`config.mk`:
```
export PLATFORM = sky130hd
export DESIGN_NAME = hex_digit_counter
export DESIGN_NICKNAME = d
export VERILOG_FILES = /design/src/rtl/hex_digit_counter.sv
export SDC_FILE = /design/constraint.sdc
export NUM_CORES = 1
export LEC_CHECK = 0
export ABC_AREA = 1
export CAP_MARGIN = 20
export CORE_MARGIN = 4
export CORE_UTILIZATION = 51
export CTS_BUF_LIST = sky130_fd_sc_hd__clkbuf_8
export DETAILED_ROUTE_END_ITERATION = 6
export PLACE_DENSITY_LB_ADDON = 0.1
export SYNTH_ARGS = -nofsm -noshare
export SYNTH_HDL_FRONTEND = slang
export SYNTH_SLANG_ARGS = --single-unit
export TNS_END_PERCENT = 20
```
`constraint.sdc`:
```
create_clock -name clock -period 1.9 [get_ports clock]
set_clock_uncertainty 0.1 [all_clocks]
set_input_delay 0.19 -clock clock [delete_from_list [all_inputs] [get_ports clock]]
set_output_delay 0.19 -clock clock [all_outputs]
set_load 0.1 [all_outputs]
```
`src/rtl/hex_digit_counter.sv`:
```
// Rate-divided 4-bit up/down digit counter with parallel load, feeding a seven-segment decoder.
// Define HEX_COUNTER_BCD_EN to count modulo 10 (clamping loads above 9); default counts modulo 16.
module hex_digit_counter #(
   parameter int CLK_HZ = 50_000_000,
   parameter int DIV_W  = 28
) (
   input  logic       clock,
   input  logic       resetn,
   input  logic       enable,
   input  logic [1:0] speed,
   input  logic       up,
   input  logic       load,
   input  logic [3:0] load_value,
   output logic [3:0] digit,
   output logic       tick,
   output logic       wrap
);

`ifdef HEX_COUNTER_BCD_EN
   localparam logic [3:0] MAX_DIGIT = 4'd9;
`else
   localparam logic [3:0] MAX_DIGIT = 4'd15;
`endif

   localparam logic [DIV_W-1:0] RELOAD_1HZ   = DIV_W'(CLK_HZ - 1);
   localparam logic [DIV_W-1:0] RELOAD_HALF  = DIV_W'(2 * CLK_HZ - 1);
   localparam logic [DIV_W-1:0] RELOAD_QUART = DIV_W'(4 * CLK_HZ - 1);

   logic [DIV_W-1:0] div_cnt;
   logic [DIV_W-1:0] reload_val;
   logic [1:0]       speed_q;
   logic [3:0]       load_digit;
   logic [3:0]       next_digit;
   logic             step_wraps;

   always_comb begin
      case (speed)
         2'b00:   reload_val = '0;
         2'b01:   reload_val = RELOAD_1HZ;
         2'b10:   reload_val = RELOAD_HALF;
         default: reload_val = RELOAD_QUART;
      endcase
   end

   always_comb begin
      load_digit = load_value;
`ifdef HEX_COUNTER_BCD_EN
      if (load_value > MAX_DIGIT)
         load_digit = MAX_DIGIT;
`endif
   end

   // Wrap is detected on the current digit so it lines up with the step that crosses the boundary.
   always_comb begin
      step_wraps = 1'b0;
      next_digit = digit;
      if (up) begin
         step_wraps = (digit == MAX_DIGIT);
         next_digit = step_wraps ? 4'd0 : digit + 4'd1;
      end else begin
         step_wraps = (digit == 4'd0);
         next_digit = step_wraps ? MAX_DIGIT : digit - 4'd1;
      end
   end

   always_ff @(posedge clock or negedge resetn) begin
      if (!resetn) begin
         digit   <= 4'd0;
         tick    <= 1'b0;
         wrap    <= 1'b0;
         div_cnt <= '0;
         speed_q <= 2'b00;
      end else begin
         tick <= 1'b0;
         wrap <= 1'b0;
         if (load) begin
            digit   <= load_digit;
            div_cnt <= reload_val;
            speed_q <= speed;
         end else if (speed != speed_q) begin
            speed_q <= speed;
            div_cnt <= reload_val;
         end else if (enable) begin
            if (div_cnt != '0) begin
               div_cnt <= div_cnt - 1'b1;
            end else begin
               digit   <= next_digit;
               div_cnt <= reload_val;
               tick    <= 1'b1;
               wrap    <= step_wraps;
            end
         end
      end
   end

endmodule

```
# == Yosys cells after proc, flatten, opt, wreduce, memory -nomap -nowiden ==
# Index checks and enable logic that the tools add are counted.
# totals
word_cells,44
ff_bits,36
out_inout_bits,6
in_bits,11
# classes
eq_ne,6
reduce_logical,7
mux,23
addsub,3
# op_table
operator,n
$mux 28,4
$pmux 28 s3,1
$mux 4,7
$reduce_bool 28->1,1
$sub 28x1->28 const B,1
$mux 1,9
$add 4x1->4 const B,1
$eq 4x4->1 const B,1
$logic_not 4->1,1
$mux 2,2
$ne 2x2->1 const B,2
$reduce_bool 2->1,2
$sub 4x1->4 const B,1
$reduce_and 3->1,1
$reduce_bool 3->1,1
$eq 2x1->1 const B,1
$eq 2x2->1 const B,1
$logic_not 2->1,1
$ne 2x2->1,1

# == Logic depth before layout (Yosys ltp) ==
# depth
word_depth,7
ltp_mapped,12
mapped_depth_nobuf,11

# == Worst setup path before layout ==
# Ideal clock, no wire load.
# synth_path
kind,register to register
from,register digit[0]
to,register digit[3]
period_less_slack_ns,2.058
path_buffers,0
arrival_time_ns,1.837
path_stages_with_launch,11
required_ns,1.679
setup_time_ns,0.121
path_slack_ns,-0.158
path_cell_list,dfrtp_1 > inv_1 > ha_1 > nand2_1 > nand3_1 > o211ai_1 > nand2_1 > nand2_1 > nand2_1 > nand2_1 > nand2_1
# synth_via
elab_chain_len,7
elab_cells_between_ends,11
cone_classes,add/sub: 2; eq/ne: 1; mux: 7; reduce/logical: 1
# synth_rtl
item,line,source
from (decl),14,"output logic [3:0] digit,"
from (signal assigned),77,digit <= load_digit;
from (signal assigned),87,digit <= next_digit;
"$sub 4x1->4, or another cell as far along",62,next_digit = step_wraps ? MAX_DIGIT : digit - 4'd1;
"$mux 4, on equally long branches","62, 59",
$mux 4 (*),57,if (up) begin
$mux 4 (*),84,if (div_cnt != '0) begin
$mux 4 (*),83,end else if (enable) begin
$mux 4 (*),80,end else if (speed != speed_q) begin
$mux 4 (*),76,if (load) begin
# Every way passes the cells marked *; elsewhere a longest branch is shown, timed or not. The select of a mux whose other input is x is not followed.
# A chain may end at the register's enable or synchronous reset.

# == Worst setup path after layout ==
# layout_path
from,register div_cnt[1]
to,register digit[2]
# layout_via
elab_chain_len,3
# layout_rtl
item,line,source
from (decl),29,logic [DIV_W-1:0] div_cnt;
from (signal assigned),78,div_cnt <= reload_val;
from (signal assigned),82,div_cnt <= reload_val;
from (signal assigned),85,div_cnt <= div_cnt - 1'b1;
$reduce_bool 28->1,84,
$ne 2x2->1 (no source line),-,
$reduce_and 3->1 (no source line),-,
# No other way between the ends.

==> impl_metrics.yaml <==
run_status:
  status: "finished clean"
final_layout:
  drive_gt1_share_pct: 20.69
  layout.nets: 511
  final_util_pct: 66.61
  antenna_cells: 0
  mostFrequentLayoutCell: "nand2_1"
  finalInstanceArea_sq_um: 3467
  final_cell_mix: "nand2_1, nor2_1, buf_4, inv_1"
  area_growth_syn_to_layout_pct: 24.65
placed_design:
  port_buffers: 16
  gp_congestion: 0.9374
  placed_area_sq_um: 3248
  post-dp-hpwl_microns: 6061
sta:
  fmax_mhz: 526.6
  hold_viol: 0
  slew_headroom_pct: 69.30
  whs_ns: 0.2677
  post-route-min-period_ns: 1.899
  tightest_slew_ns: 0.4605
  slew_viol_final: 0
  setup_viol: 0
  rsz0062_at_grt: "yes"
  fin_crit_sh_pct: 99.94
floorplanning:
  pin_count: 17
  die_w_microns: 81.85
  die_y_microns: 81.85
  coreArea_sq_um: 5205
  initial_utilization_pct: 53.44
  dieArea_sq_um: 6699
  num_rows: 26
setup_path:
  cp.arrival_ns: 1.99
  crit_chain: "inv_2 > ha_2 > buf_4 > nand2_1 > nor2_2 > nand3_2 > nor2_4 > nand4_1 > buf_4 > nand3_1 > nand2_1"
  r2r_end: "digit[2]"
  path_max_fanout: 4
  cp_slowest_stage_delay_ns: 0.40
  reg2reg_slack_ns: 0.001
  ff2ff_path_depth: 11
  startpoint_type: "flip-flop"
  cp_slowest_cell: "dfrtp_1"
  end_kind: "flip-flop"
  cp_data_required_time_ns: 1.99
  cp-startpoint: "div_cnt[1]"
  worstReg2RegStart: "div_cnt[1]"
  critPathKind: "reg -> reg"
clocking:
  tritoncts: "built"
  cts_sinks: 36
  root_buffer: "clkbuf_8"
  cts_buffers: 5
  htree_levels: 2
  clock_path_buffers: 2
  clock_latency_ns: 0.30
  path_clk_slew_ns: 0.08
global_routing:
  top_usage_layer: "met2"
  grt_pass1_wl_microns: 13230
  use_met3_pct: 5.373
  antenna_found_initial: 0
  overflow: 0
  first_global_vias: 2859
  grt_usage_pct: 26.03
  met2_usage_pct: 44.59
  gr-usage-met1_pct: 33.11
  grt_max_degree: 21
routing:
  vias: 3025
  wirelength_microns: 7945
  first_pass_iters: 5
  vias_per_cell: 5.373
  drtIter0Drc: 291
  avgRoutedWirePerCell_microns: 14.11
  drc: 0
  ant_nets: 0
synthesis:
  ys_warn_count: 0
  synth_area_per_cell_sq_um: 6.379
  ys_top_cells_by_area: "dfrtp_1, nand2_1, nor2_1"
  synth_cell_types: 32
  syn-cell-area_sq_um: 2781
  ys_seq_area_share_pct: 32.39
  synthArstFlopShare_pct: 100.0
  synth_ff_type: "dfrtp_1"
  netlist_instances: 436
  synth_nets: 455
  synth_top_area_cell: "dfrtp_1"
  netlist.area_leader.share_pct: 32.39
  synth_edf_count: 0
  ys_seq_elements: 36
power:
  p_leak_nw: 1.755
  powerDensity_nw_per_um2: 666.4
  totalPowerFinal_mw: 2.310
  vdd_drop_max_v: 0.0004660
run:
  maxCapViolCount: 0
min_path:
  hp-class: "in -> async"
## per-stage QoR
stage          std cells   TNS (ns)  setup slack (ns)
6_report             563          0          0.001046
5_1_grt              563    -0.3513          -0.08856
3_5_place_dp         550    -0.3735          -0.03634
4_1_cts              559  -0.003565         -0.003565
3_3_place_gp         550   -0.01565          -0.01175
2_1_floorplan        436          0           0.02255
## registers in the layout (all words and copies together), names as in the netlist
signal and count:
digit 4, tick 1, div_cnt 28, wrap 1, speed_q 2
## timing repair
action	CTS	global route
setup endpoints to repair	14	28
cloned	0	1
gates resized for setup	3	26
buffers inserted	0	3
hold buffers	1	0
hold endpoints to repair	16	0
pin swaps	0	10
## where the power goes
group / total (mW) / leakage [nW] / internal [mW] / switching [mW]
registers: 0.949 / 0.421 / 0.851 / 0.0977
clock network: 0.607 / 0.0434 / 0.294 / 0.313
logic: 0.754 / 1.29 / 0.282 / 0.472
## worst max-delay path, delay by kind of cell, from the launching register on
kind                     cells  cell delay, ns
buffers and inverters        3            0.34
AND/OR/NAND/NOR              7            0.78
adder cells (fa/ha/maj)      1            0.17
flip-flops                   1            0.40
## how the worst max path moves through the flow
stage / endpoint / cells after the start
2_1_floorplan: digit[3] / 9
3_3_place_gp: div_cnt[16] / 10
6_report: digit[2] / 11
3_5_place_dp: div_cnt[23] / 9
4_1_cts: digit[0] / 11
5_1_grt: digit[0] / 11
## final cells by class
| class | instances | area, sq um |
|---|---|---|
| well taps | 70 | 87.58 |
| fillers | 478 | 1738 |
| flip-flops and latches | 36 | 907.1 |
| inverters | 42 | 160.2 |
| multi-input cells | 352 | 1763 |
| clock buffers | 6 | 82.58 |
| clock inverters | 2 | 15.01 |
| repair buffers | 55 | 451.7 |
## routing by layer
layer  up-vias  share of wire [%]  routed length, microns
li1       1478                  -                       -
met1      1370                 42                    3334
met2       143                 47                    3720
met3        34                7.7                     612
met4         0                3.5                     278
met5         -                  0                       0
## Yosys cell counts, types with 2 or more instances
master / count
xor2_1: 9
o21ai_1: 3
nand2_1: 179
nand3b_1: 3
nand4_1: 11
xnor2_1: 4
inv_1: 34
nor3_1: 3
a21oi_1: 6
ha_1: 8
clkinv_1: 2
nand3_1: 32
nor2_4: 2
o21ai_0: 10
inv_2: 6
nor2_2: 8
dfrtp_1: 36
clkbuf_1: 4
nand2_2: 4
nand3_2: 3
nor2_8: 2
nor2_1: 57
## kinds of logic (layout without fill, tap and decap cells)
family,after synthesis,after routing,synth area share (%)
xor gates and xnor gates,13,13,4.094
DFF,36,36,32.39
and+or+nand+nor,306,307,48.09
adders and majority gates,8,8,3.599
AOI/OAI and AO/OA,24,24,4.769
buffers and inverters,49,105,7.062
Note: power is estimated with default switching activity, not from simulation.
